File: src/rtl/lanzones_fetch.sv
// Instruction-fetch stage: sequential PC generation, credit-limited word reads to
// instruction memory, a DEPTH-entry prefetch FIFO, and redirect flush/discard.
module lanzones_fetch #(
  parameter logic [31:0] RESET_PC = 32'h0000_0000,
  parameter int          DEPTH    = 4
) (
  input  logic        clk,
  input  logic        rstn,
  output logic        req_vld,
  output logic [31:0] req_addr,
  input  logic        req_rdy,
  input  logic        rsp_vld,
  input  logic [31:0] rsp_data,
  output logic        inst_vld,
  output logic [31:0] inst_data,
  output logic [31:0] inst_pc,
  input  logic        inst_rdy,
  input  logic        redir_vld,
  input  logic [31:0] redir_pc
);

  localparam int            CW       = $clog2(DEPTH) + 1;
  localparam logic [CW-1:0] CNT_ZERO = {CW{1'b0}};
  localparam logic [CW-1:0] CNT_ONE  = {{(CW-1){1'b0}}, 1'b1};

  logic [31:0]   fetch_pc_q, fetch_pc_d;
  logic [31:0]   rsp_pc_q, rsp_pc_d;
  logic [CW-1:0] outstanding_q, outstanding_d;
  logic [CW-1:0] drop_cnt_q, drop_cnt_d;
  logic [CW-1:0] count_q, count_d;
  logic [31:0]   fifo_pc_q [DEPTH];
  logic [31:0]   fifo_pc_d [DEPTH];
  logic [31:0]   fifo_data_q [DEPTH];
  logic [31:0]   fifo_data_d [DEPTH];

  logic [31:0]   redir_tgt_s;
  logic [CW:0]   credit_used_s;
  logic          credit_ok_s;
  logic          req_fire_s;
  logic          rsp_take_s;
  logic          push_s;
  logic          pop_s;
  logic [CW-1:0] wr_idx_s;

  // Outstanding reads plus buffered entries never exceed DEPTH, so unstallable
  // responses always find room in the FIFO.
  assign redir_tgt_s   = redir_pc & 32'hFFFF_FFFC;
  assign credit_used_s = {1'b0, outstanding_q} + {1'b0, count_q};
  assign credit_ok_s   = credit_used_s < (CW+1)'(DEPTH);

  assign req_vld   = rstn && !redir_vld && credit_ok_s;
  assign req_addr  = fetch_pc_q;
  assign inst_vld  = rstn && !redir_vld && (count_q != CNT_ZERO);
  // Slot 0 is always the FIFO head, so decode sees flop outputs directly.
  assign inst_pc   = fifo_pc_q[0];
  assign inst_data = fifo_data_q[0];

  assign req_fire_s = req_vld && req_rdy;
  assign rsp_take_s = rsp_vld && (outstanding_q != CNT_ZERO);
  assign push_s     = rsp_take_s && !redir_vld && (drop_cnt_q == CNT_ZERO);
  assign pop_s      = inst_vld && inst_rdy;
  assign wr_idx_s   = count_q - (pop_s ? CNT_ONE : CNT_ZERO);

  // Next-state for PCs and the request/discard counters.
  always_comb begin
    fetch_pc_d    = fetch_pc_q;
    rsp_pc_d      = rsp_pc_q;
    outstanding_d = outstanding_q;
    drop_cnt_d    = drop_cnt_q;

    case ({req_fire_s, rsp_take_s})
      2'b10:   outstanding_d = outstanding_q + CNT_ONE;
      2'b01:   outstanding_d = outstanding_q - CNT_ONE;
      default: outstanding_d = outstanding_q;
    endcase

    if (redir_vld) begin
      fetch_pc_d = redir_tgt_s;
      rsp_pc_d   = redir_tgt_s;
      // Everything still in flight belongs to the old path; a response landing
      // this cycle is already accounted for by being dropped here.
      drop_cnt_d = outstanding_q - (rsp_take_s ? CNT_ONE : CNT_ZERO);
    end else begin
      if (req_fire_s) begin
        fetch_pc_d = fetch_pc_q + 32'd4;
      end else begin
        fetch_pc_d = fetch_pc_q;
      end
      if (push_s) begin
        rsp_pc_d = rsp_pc_q + 32'd4;
      end else begin
        rsp_pc_d = rsp_pc_q;
      end
      if (rsp_take_s && (drop_cnt_q != CNT_ZERO)) begin
        drop_cnt_d = drop_cnt_q - CNT_ONE;
      end else begin
        drop_cnt_d = drop_cnt_q;
      end
    end
  end

  // Next-state for the shift-style prefetch FIFO.
  always_comb begin
    count_d = count_q;
    for (int i = 0; i < DEPTH; i++) begin
      fifo_pc_d[i]   = fifo_pc_q[i];
      fifo_data_d[i] = fifo_data_q[i];
    end

    if (redir_vld) begin
      count_d = CNT_ZERO;
    end else begin
      if (pop_s) begin
        for (int i = 0; i < DEPTH - 1; i++) begin
          fifo_pc_d[i]   = fifo_pc_q[i+1];
          fifo_data_d[i] = fifo_data_q[i+1];
        end
        fifo_pc_d[DEPTH-1]   = 32'h0;
        fifo_data_d[DEPTH-1] = 32'h0;
      end else begin
        count_d = count_q;
      end
      if (push_s) begin
        for (int i = 0; i < DEPTH; i++) begin
          fifo_pc_d[i]   = (CW'(i) == wr_idx_s) ? rsp_pc_q : fifo_pc_d[i];
          fifo_data_d[i] = (CW'(i) == wr_idx_s) ? rsp_data : fifo_data_d[i];
        end
      end else begin
        count_d = count_q;
      end
      count_d = count_q + (push_s ? CNT_ONE : CNT_ZERO) - (pop_s ? CNT_ONE : CNT_ZERO);
    end
  end

  // State registers with synchronous active-low reset.
  always_ff @(posedge clk) begin
    if (!rstn) begin
      fetch_pc_q    <= RESET_PC;
      rsp_pc_q      <= RESET_PC;
      outstanding_q <= CNT_ZERO;
      drop_cnt_q    <= CNT_ZERO;
      count_q       <= CNT_ZERO;
      for (int i = 0; i < DEPTH; i++) begin
        fifo_pc_q[i]   <= 32'h0;
        fifo_data_q[i] <= 32'h0;
      end
    end else begin
      fetch_pc_q    <= fetch_pc_d;
      rsp_pc_q      <= rsp_pc_d;
      outstanding_q <= outstanding_d;
      drop_cnt_q    <= drop_cnt_d;
      count_q       <= count_d;
      for (int i = 0; i < DEPTH; i++) begin
        fifo_pc_q[i]   <= fifo_pc_d[i];
        fifo_data_q[i] <= fifo_data_d[i];
      end
    end
  end

endmodule

File: config.mk
export PLATFORM = sky130hd
export DESIGN_NAME = lanzones_fetch
export DESIGN_NICKNAME = d
export VERILOG_FILES = /design/src/rtl/lanzones_fetch.sv
export SDC_FILE = /design/constraint.sdc
export NUM_CORES = 1
export LEC_CHECK = 0
export CAP_MARGIN = 20
export CORE_UTILIZATION = 45
export CTS_BUF_LIST = sky130_fd_sc_hd__clkbuf_16
export DETAILED_ROUTE_END_ITERATION = 12
export GPL_TIMING_DRIVEN = 1
export HOLD_SLACK_MARGIN = 0.15
export PLACE_DENSITY = 0.64
export SKIP_LAST_GASP = 1
export SYNTH_ARGS = -nofsm -noshare
export SYNTH_HDL_FRONTEND = slang
export SYNTH_SLANG_ARGS = --single-unit
File: constraint.sdc
create_clock -name clk -period 9.6 [get_ports clk]
set_input_delay 1.92 -clock clk [delete_from_list [all_inputs] [get_ports clk]]
set_output_delay 1.92 -clock clk [all_outputs]
set_load 0.02 [all_outputs]
# Word-level counts from Yosys, hierarchy flattened
# Memories as Yosys holds them, arrays and structs flattened.
# Cells that the tools add are included.
[word_totals]
ff_bits = 73
mem_bits_rw = 256
in_bits = 70
out_inout_bits = 98
wordCells = 88
mem_count = 2
[mem_list]
columns = ["name", "words", "word_bits", "read_ports", "rd_ports_with_merged_regs", "wr", "line", "source"]
rows = [
  ["fifo_data_q", 4, 32, 4, 0, 4, "33", "logic [31:0] fifo_data_q [DEPTH];"],
  ["fifo_pc_q", 4, 32, 4, 0, 4, "31", "logic [31:0] fifo_pc_q [DEPTH];"],
]
[op_classes]
add_sub_neg = 10
order_cmp = 1
n_eq_ne = 5
muxes = 34
n_bitwise = 9
n_reduce_logical = 20
[ops]
columns = ["op", "n"]
rows = [
  ["$mux W128", 6],
  ["$mux W32", 20],
  ["$add A32 B3 Y32 const B", 2],
  ["$logic_and A1 B1 Y1", 9],
  ["$reduce_bool A3 Y1", 3],
  ["$or A1 B1 Y1", 8],
  ["$reduce_bool A2 Y1", 4],
  ["$eq A2 B3 Y1 const A", 2],
  ["$logic_not A3 Y1", 2],
  ["$mux W3", 2],
  ["$pmux W3 S2", 1],
  ["$sub A3 B1 Y3", 2],
  ["$sub A3 B1 Y3 const B", 2],
  ["$mux W1", 5],
  ["$add A3 B3 Y4", 1],
  ["$lt A4 B3 Y1 const B", 1],
  ["$add A3 B1 Y3", 1],
  ["$add A3 B1 Y3 const B", 1],
  ["$eq A1 B3 Y1 const A", 1],
  ["$sub A3 B3 Y3", 1],
  ["$eq A2 B1 Y1 const B", 1],
  ["$eq A2 B2 Y1 const B", 1],
  ["$reduce_or A2 Y1", 1],
  ["$logic_not A1 Y1", 1],
  ["$not A1 Y1", 1],
]

# Logic depth before layout (Yosys ltp)
# Gate-level depths: netlist of the first run.
[logic_depth]
word_depth = 11
mapped_depth = 15
depth_no_buf = 11

# Least setup slack after synthesis of the first run
# Ideal clock, no wire load.
[synth_path]
path_type = "input port to output port"
start = "in rstn"
end = "out inst_vld"
arrival_ns = 2.946
setup_slack_ns = 4.734
path_stages = 4
path_buffers = 2
cell_sequence = "clkbuf_1 > clkbuf_1 > nor2b_1 > and2_1"
[synth_via]
elab_chain_cells = 2
[synth_lines]
columns = ["item", "line", "source"]
rows = [
  ["start, declared", "8", "input logic rstn,"],
  ["$logic_and A1 B1 Y1 (2 in series)", "53", "assign inst_vld = rstn && !redir_vld && (count_q != CNT_ZERO);"],
  ["end, declared", "14", "output logic inst_vld,"],
]
# No other way between the ends.

# Worst setup path after layout of the first run
[layout_path]
start = "in redir_vld"
end = "out req_vld"
[layout_via]
elab_chain_cells = 3
[layout_lines]
columns = ["item", "line", "source"]
rows = [
  ["start, declared", "18", "input logic redir_vld,"],
  ["$logic_not A1 Y1", "51", "assign req_vld = rstn && !redir_vld && credit_ok_s;"],
  ["$logic_and A1 B1 Y1 (2 in series)", "51", ""],
  ["end, declared", "9", "output logic req_vld,"],
]
# No other way between the ends.

==> results of run 1 <==
-- final cells by class --
type / count / area, um2 / share of cell area
Timing Repair Buffer: 187 / 1820 / 0.0982
Clock inverter: 25 / 196 / 0.0106
Multi-Input combinational cell: 1482 / 8430 / 0.455
Clock buffer: 37 / 926 / 0.0500
Sequential cell: 325 / 6510 / 0.351
Inverter: 20 / 82.6 / 0.00446
Tap cell: 455 / 569 / 0.0307
-- power by group through the flow --
stage | clock network, mW | logic [mW] | registers, mW
after floorplan | 0 | 0.263 | 1.54
after global placement | 0 | 0.511 | 1.51
after detailed placement | 0 | 0.518 | 1.51
after CTS | 1.37 | 0.521 | 1.48
after global routing | 1.43 | 0.564 | 1.49
final | 1.35 | 0.522 | 1.49
-- per-stage QoR --
stage                     cell area [um2]  total power, mW  hold slack (ns)  worst slack (ns)  instances
after CTS                           18500             3.38            0.454              3.19       2531
after global placement              17400             2.02            0.444              3.21       2469
after global routing                18500             3.48            0.477              3.08       2531
after floorplan                     15900             1.81            0.427              4.73       2050
final                               18500             3.36            0.453              3.23       2531
after detailed placement            17400             2.03            0.446              3.20       2469
-- worst max-delay path, cell delays in order --
cell	delay (ns)
buf_4	0.60
buf_4	0.86
nor3b_2	0.25
and3_1	0.25
clkdlybuf4s50_1	0.54
-- flip-flops by register name, indices dropped and copies added, names as in the netlist --
| name | cells |
|---|---|
| outstanding_q | 3 |
| drop_cnt_q | 3 |
| count_q | 3 |
| fifo_pc_q | 128 |
| fifo_data_q | 128 |
| rsp_pc_q | 30 |
| req_addr | 30 |
-- metal layers --
metal / share of wire / up-vias / global-route usage
li1: - / 7574 / -
met1: 0.46 / 7601 / 0.378
met2: 0.45 / 629 / 0.436
met3: 0.067 / 86 / 0.0303
met4: 0.024 / 0 / 0.0810
met5: 0 / - / 0
-- worst max-delay path by stage --
stage	depth (start not counted)	end	from	slack [ns]
6_report	5	req_vld	redir_vld	3.23
4_1_cts	5	req_vld	redir_vld	3.19
3_5_place_dp	5	req_vld	redir_vld	3.20
3_3_place_gp	5	req_vld	redir_vld	3.21
5_1_grt	5	req_vld	redir_vld	3.08
2_1_floorplan	4	inst_vld	rstn	4.73
-- synthesized netlist by cell type, drive strengths merged (8+ instances only) --
| master | count |
|---|---|
| or3 | 20 |
| nor4 | 20 |
| o21ai | 166 |
| inv | 19 |
| nor2b | 8 |
| nand2 | 401 |
| xor2 | 10 |
| and3 | 44 |
| clkbuf | 182 |
| a31oi | 28 |
| nand4 | 28 |
| or4 | 18 |
| a211oi | 46 |
| o31ai | 11 |
| ha | 13 |
| a311oi | 160 |
| and2 | 8 |
| a221oi | 33 |
| a21oi | 80 |
| dfxtp | 325 |
| nor3 | 164 |
| nor2 | 54 |
| xnor2 | 8 |
| and4 | 14 |
| nand3 | 98 |
| buf | 41 |
-- logic make-up (layout without fill, tap and decap cells) --
kind of cell,after synthesis,after routing,synth area share
flip-flops,325,325,0.409
buffers and inverters,243,269,0.0629
AO/OA/AOI/OAI,547,547,0.235
XOR/XNOR,18,18,0.00991
other,1,2,0.000236
multiplexers,6,6,0.00393
adder cells (fa/ha/maj),15,15,0.0127
AND/OR/NAND/NOR,894,894,0.267
==> impl_metrics.ini, run 1 <==
[timing]
rsz0062_at_grt = false
worst_pin_slew_ns = 1.12
finalClockSkew_ns = 0.0186
final_max_slew_viol_count = 0
max_freq_mhz = 157
report.final.hold_viol_count = 0
setup_viol_count_final = 0
setup_tns_ns = 0
post-route-period-util = 0.664
maxSlewHeadroom = 0.255
fin_crit_ns = 6.37

[cts]
clock_latency_ns = 0.52
clk_root_buffer_cell = clkbuf_16
clkSlewWorstSetupHoldPaths_ns = 0.06
clkSinkCount = 325
tritoncts = yes
cts_buffers = 37
clock_path_buffers = 3
cts_setup_buffers = 0
htreeDepth = 2
hold_buffers = 0
cts_resized = 0

[die]
rows = 68
start_util = 0.459
die_h_um = 190
num_io_pins = 168
die_area_mm2 = 0.0361
core-area_mm2 = 0.0346
die_x_um = 190

[global_route]
grt_max_degree = 108
track_usage = 0.270
grt_pass1_wl_um = 79900
grt_pass1_vias = 14800
overflow = 0
antenna_found_initial = 0

[routing]
antenna_left = 0
drc_errors = 0
via_count = 15900
drt_iter0_markers = 1485
drtPass1Iterations = 6
routed_via_density = 6.28
routed_wl_um = 50000
avgRoutedWirePerCell_um = 19.7

[pwr]
p_sw_mw = 0.966
peakVddDrop_v = 0.000115
p_int_mw = 2.39
seq_power_share = 0.442
swShare = 0.288
p_comb_frac = 0.155
p_clk_frac = 0.402
power_density_mw_per_mm2 = 181
p_leak_nw = 5.69

[setup_path]
cp-start-kind = primary input
rr_endpoint = fifo_pc_q[2][29]$_SDFFE_PN0N_
crit_type = primary input to output port
r2r-start = count_q[2]$_SDFF_PP0_
crit_fanout = 75
crit_arrival_ns = 4.45
ff2ff_path_depth = 10
reg2reg_setup_slack_ns = 5.68
cp.required_ns = 7.68
end_kind = output port

[cells_and_area]
insertedDiodeCount = 0
mostFrequentLayoutCells = nand2_1, dfxtp_1, o21ai_0
area_delta_synth_final_pct = 16.5
nets = 2138
fin_util = 0.535
drive_gt1_frac = 0.0438
n_fill_cell = 3194
final_common_cell = nand2_1

[min_path]
hold_path.class = register to register
holdCritStartpoint = fifo_pc_q[1][0]$_SDFFE_PN0N_
worstHoldEndpoint = fifo_pc_q[0][0]$_SDFFE_PN0N_
hold-path-cell-count = 2

[logic_synthesis]
synth-seq-cells = 325
yosysWarnings = 0
synth_top_area_frac = 0.409
yosys.area.top_type = dfxtp_1
synthTopCellsByArea = dfxtp_1, nand2_1, a311oi_1
avgSynthCellArea_um2 = 7.76
syn_inst = 2049
syn-cell-area_mm2 = 0.0159
yosysSeqAreaShare = 0.409
synth_edf_count = 0
synthFlopType = dfxtp_1
ys_async_sr_fraction = 0
synth.distinct_cells = 58

[placed_design]
io_buffer_count = 163
place.gp.congestion = 0.859
hpwl_um = 28600

[outcome]
status = completed

[run]
cap_viol_max_count = 0
Power figures use the tool's default switching activity.
==> inputs of run 2 (changes only) <==
--- a/config.mk
+++ b/config.mk
@@ -11,7 +11,7 @@
 export DETAILED_ROUTE_END_ITERATION = 12
 export GPL_TIMING_DRIVEN = 1
 export HOLD_SLACK_MARGIN = 0.15
-export PLACE_DENSITY = 0.64
+export PLACE_DENSITY = 0.66
 export SKIP_LAST_GASP = 1
 export SYNTH_ARGS = -nofsm -noshare
 export SYNTH_HDL_FRONTEND = slang
==> constraint.sdc (replaced) <==
create_clock -name clk -period 5.73 [get_ports clk]
set_input_delay 1.146 -clock clk [delete_from_list [all_inputs] [get_ports clk]]
set_output_delay 1.146 -clock clk [all_outputs]
set_load 0.02 [all_outputs]
==> impl_metrics.ini, run 2 (synthesis results as in run 1) <==
[cts]
cts_setup_buffers = 0
cts_resized = 0
tritoncts = yes
clkSinkCount = 325
clkSlewWorstSetupHoldPaths_ns = 0.06
cts_buffers = 38
htreeDepth = 2
clock_latency_ns = 0.54
hold_buffers = 0
clk_root_buffer_cell = clkbuf_16
clock_path_buffers = 3

[timing]
fin_crit_ns = 4.09
max_freq_mhz = 245
setup_tns_ns = 0
rsz0062_at_grt = false
post-route-period-util = 0.713
worst_pin_slew_ns = 1.22
report.final.hold_viol_count = 0
maxSlewHeadroom = 0.187
final_max_slew_viol_count = 0
finalClockSkew_ns = 0.0184
setup_viol_count_final = 0

[min_path]
hold_path.class = register to register

[setup_path]
critPathBufInv = 2
crit_fanout = 39
crit_chain = buf_4 > nor3b_2 > and3_1 > clkdlybuf4s50_1
worst_path_largest_cell_delay_ns = 0.64
cp-start-kind = primary input
crit_type = primary input to output port
crit_family = buffers and inverters
crit_arrival_ns = 2.94
crit_path_top_delay_cell = clkdlybuf4s50_1
end_kind = output port
cp.required_ns = 4.58

[global_route]
overflow = 0
grt_pass1_vias = 14900
grt_max_degree = 254
track_usage = 0.271
grt_pass1_wl_um = 80000
antenna_found_initial = 0

[routing]
antenna_left = 0
drtPass1Iterations = 5
routed_wl_um = 49800
drt_iter0_markers = 1304
via_count = 15900
avgRoutedWirePerCell_um = 19.7
routed_via_density = 6.26
drc_errors = 0

[placed_design]
hpwl_um = 28200
io_buffer_count = 163
placed_area_mm2 = 0.0174
place.gp.congestion = 0.836

[pwr]
power_mw = 5.64
peakVddDrop_v = 0.000174
power_density_mw_per_mm2 = 303
p_leak_nw = 5.73

[die]
die_h_um = 190
start_util = 0.459
num_io_pins = 168
die_x_um = 190
core-area_mm2 = 0.0346
rows = 68
die_area_mm2 = 0.0361

[cells_and_area]
drive_gt1_frac = 0.0447
area_delta_synth_final_pct = 17.1
final_area_mm2 = 0.0186
insertedDiodeCount = 0
final_common_cell = nand2_1
nets = 2140
mostFrequentLayoutCells = nand2_1, dfxtp_1, o21ai_0
reg_top3 = fifo_data_q: 128 flops, fifo_pc_q: 128 flops

[run]
cap_viol_max_count = 0

[outcome]
status = completed
run 2: area by class of cell:
class                      instances  area (um2)
clock buffer                      41        1030
clock inverter                    23         128
fill                            3242       16000
inverter                          20        82.6
multi-input combinational       1482        8430
sequential                       325        6510
tap                              455         569
timing repair buffer             188        1880
run 2: worst reg2reg max path: cells and delay by family (launching register included):
kind / cells / cell delay [ns]
flip-flops: 1 / 0.42
AO/OA/AOI/OAI: 1 / 0.29
AND/OR/NAND/NOR: 4 / 1.51
adder cells (fa/ha/maj): 2 / 0.35
buffers and inverters: 2 / 0.60
XOR/XNOR: 1 / 0.31
run 2: worst paths after layout:
kind / startpoint / to / slack, ns / cells past startpoint
min reg2reg: fifo_pc_q[1][1]$_SDFFE_PN0N_ / fifo_pc_q[0][1]$_SDFFE_PN0N_ / 0.45 / 2
min: fifo_pc_q[1][1]$_SDFFE_PN0N_ / fifo_pc_q[0][1]$_SDFFE_PN0N_ / 0.45 / 2
max reg2reg: count_q[2]$_SDFF_PP0_ / fifo_data_q[0][20]$_SDFFE_PN0N_ / 2.15 / 10
max: rstn / req_vld / 1.64 / 4
run 2: power breakdown:
part	total, mW	switching (mW)	internal (mW)
logic	0.879	0.541	0.338
registers	2.48	0.113	2.37
clock network	2.28	0.960	1.32
run 2: stage by stage:
step	hold slack (ns)	worst slack, ns	std cells	utilization
after global routing	0.472	1.46	2534	0.538
after floorplan	0.427	1.80	2050	-
final	0.451	1.64	2534	0.538
after global placement	0.440	1.29	2469	0.504
after detailed placement	0.447	1.17	2469	0.504
after CTS	0.450	1.65	2533	0.537
run 2: per-layer routing:
metal | up-vias | GRT usage | routed length (um)
met3 | 83 | 0.0476 | 3630
met4 | 0 | 0.0837 | 1220
li1 | 7574 | - | -
met2 | 593 | 0.439 | 22600
met5 | - | 0 | 0
met1 | 7608 | 0.366 | 22400
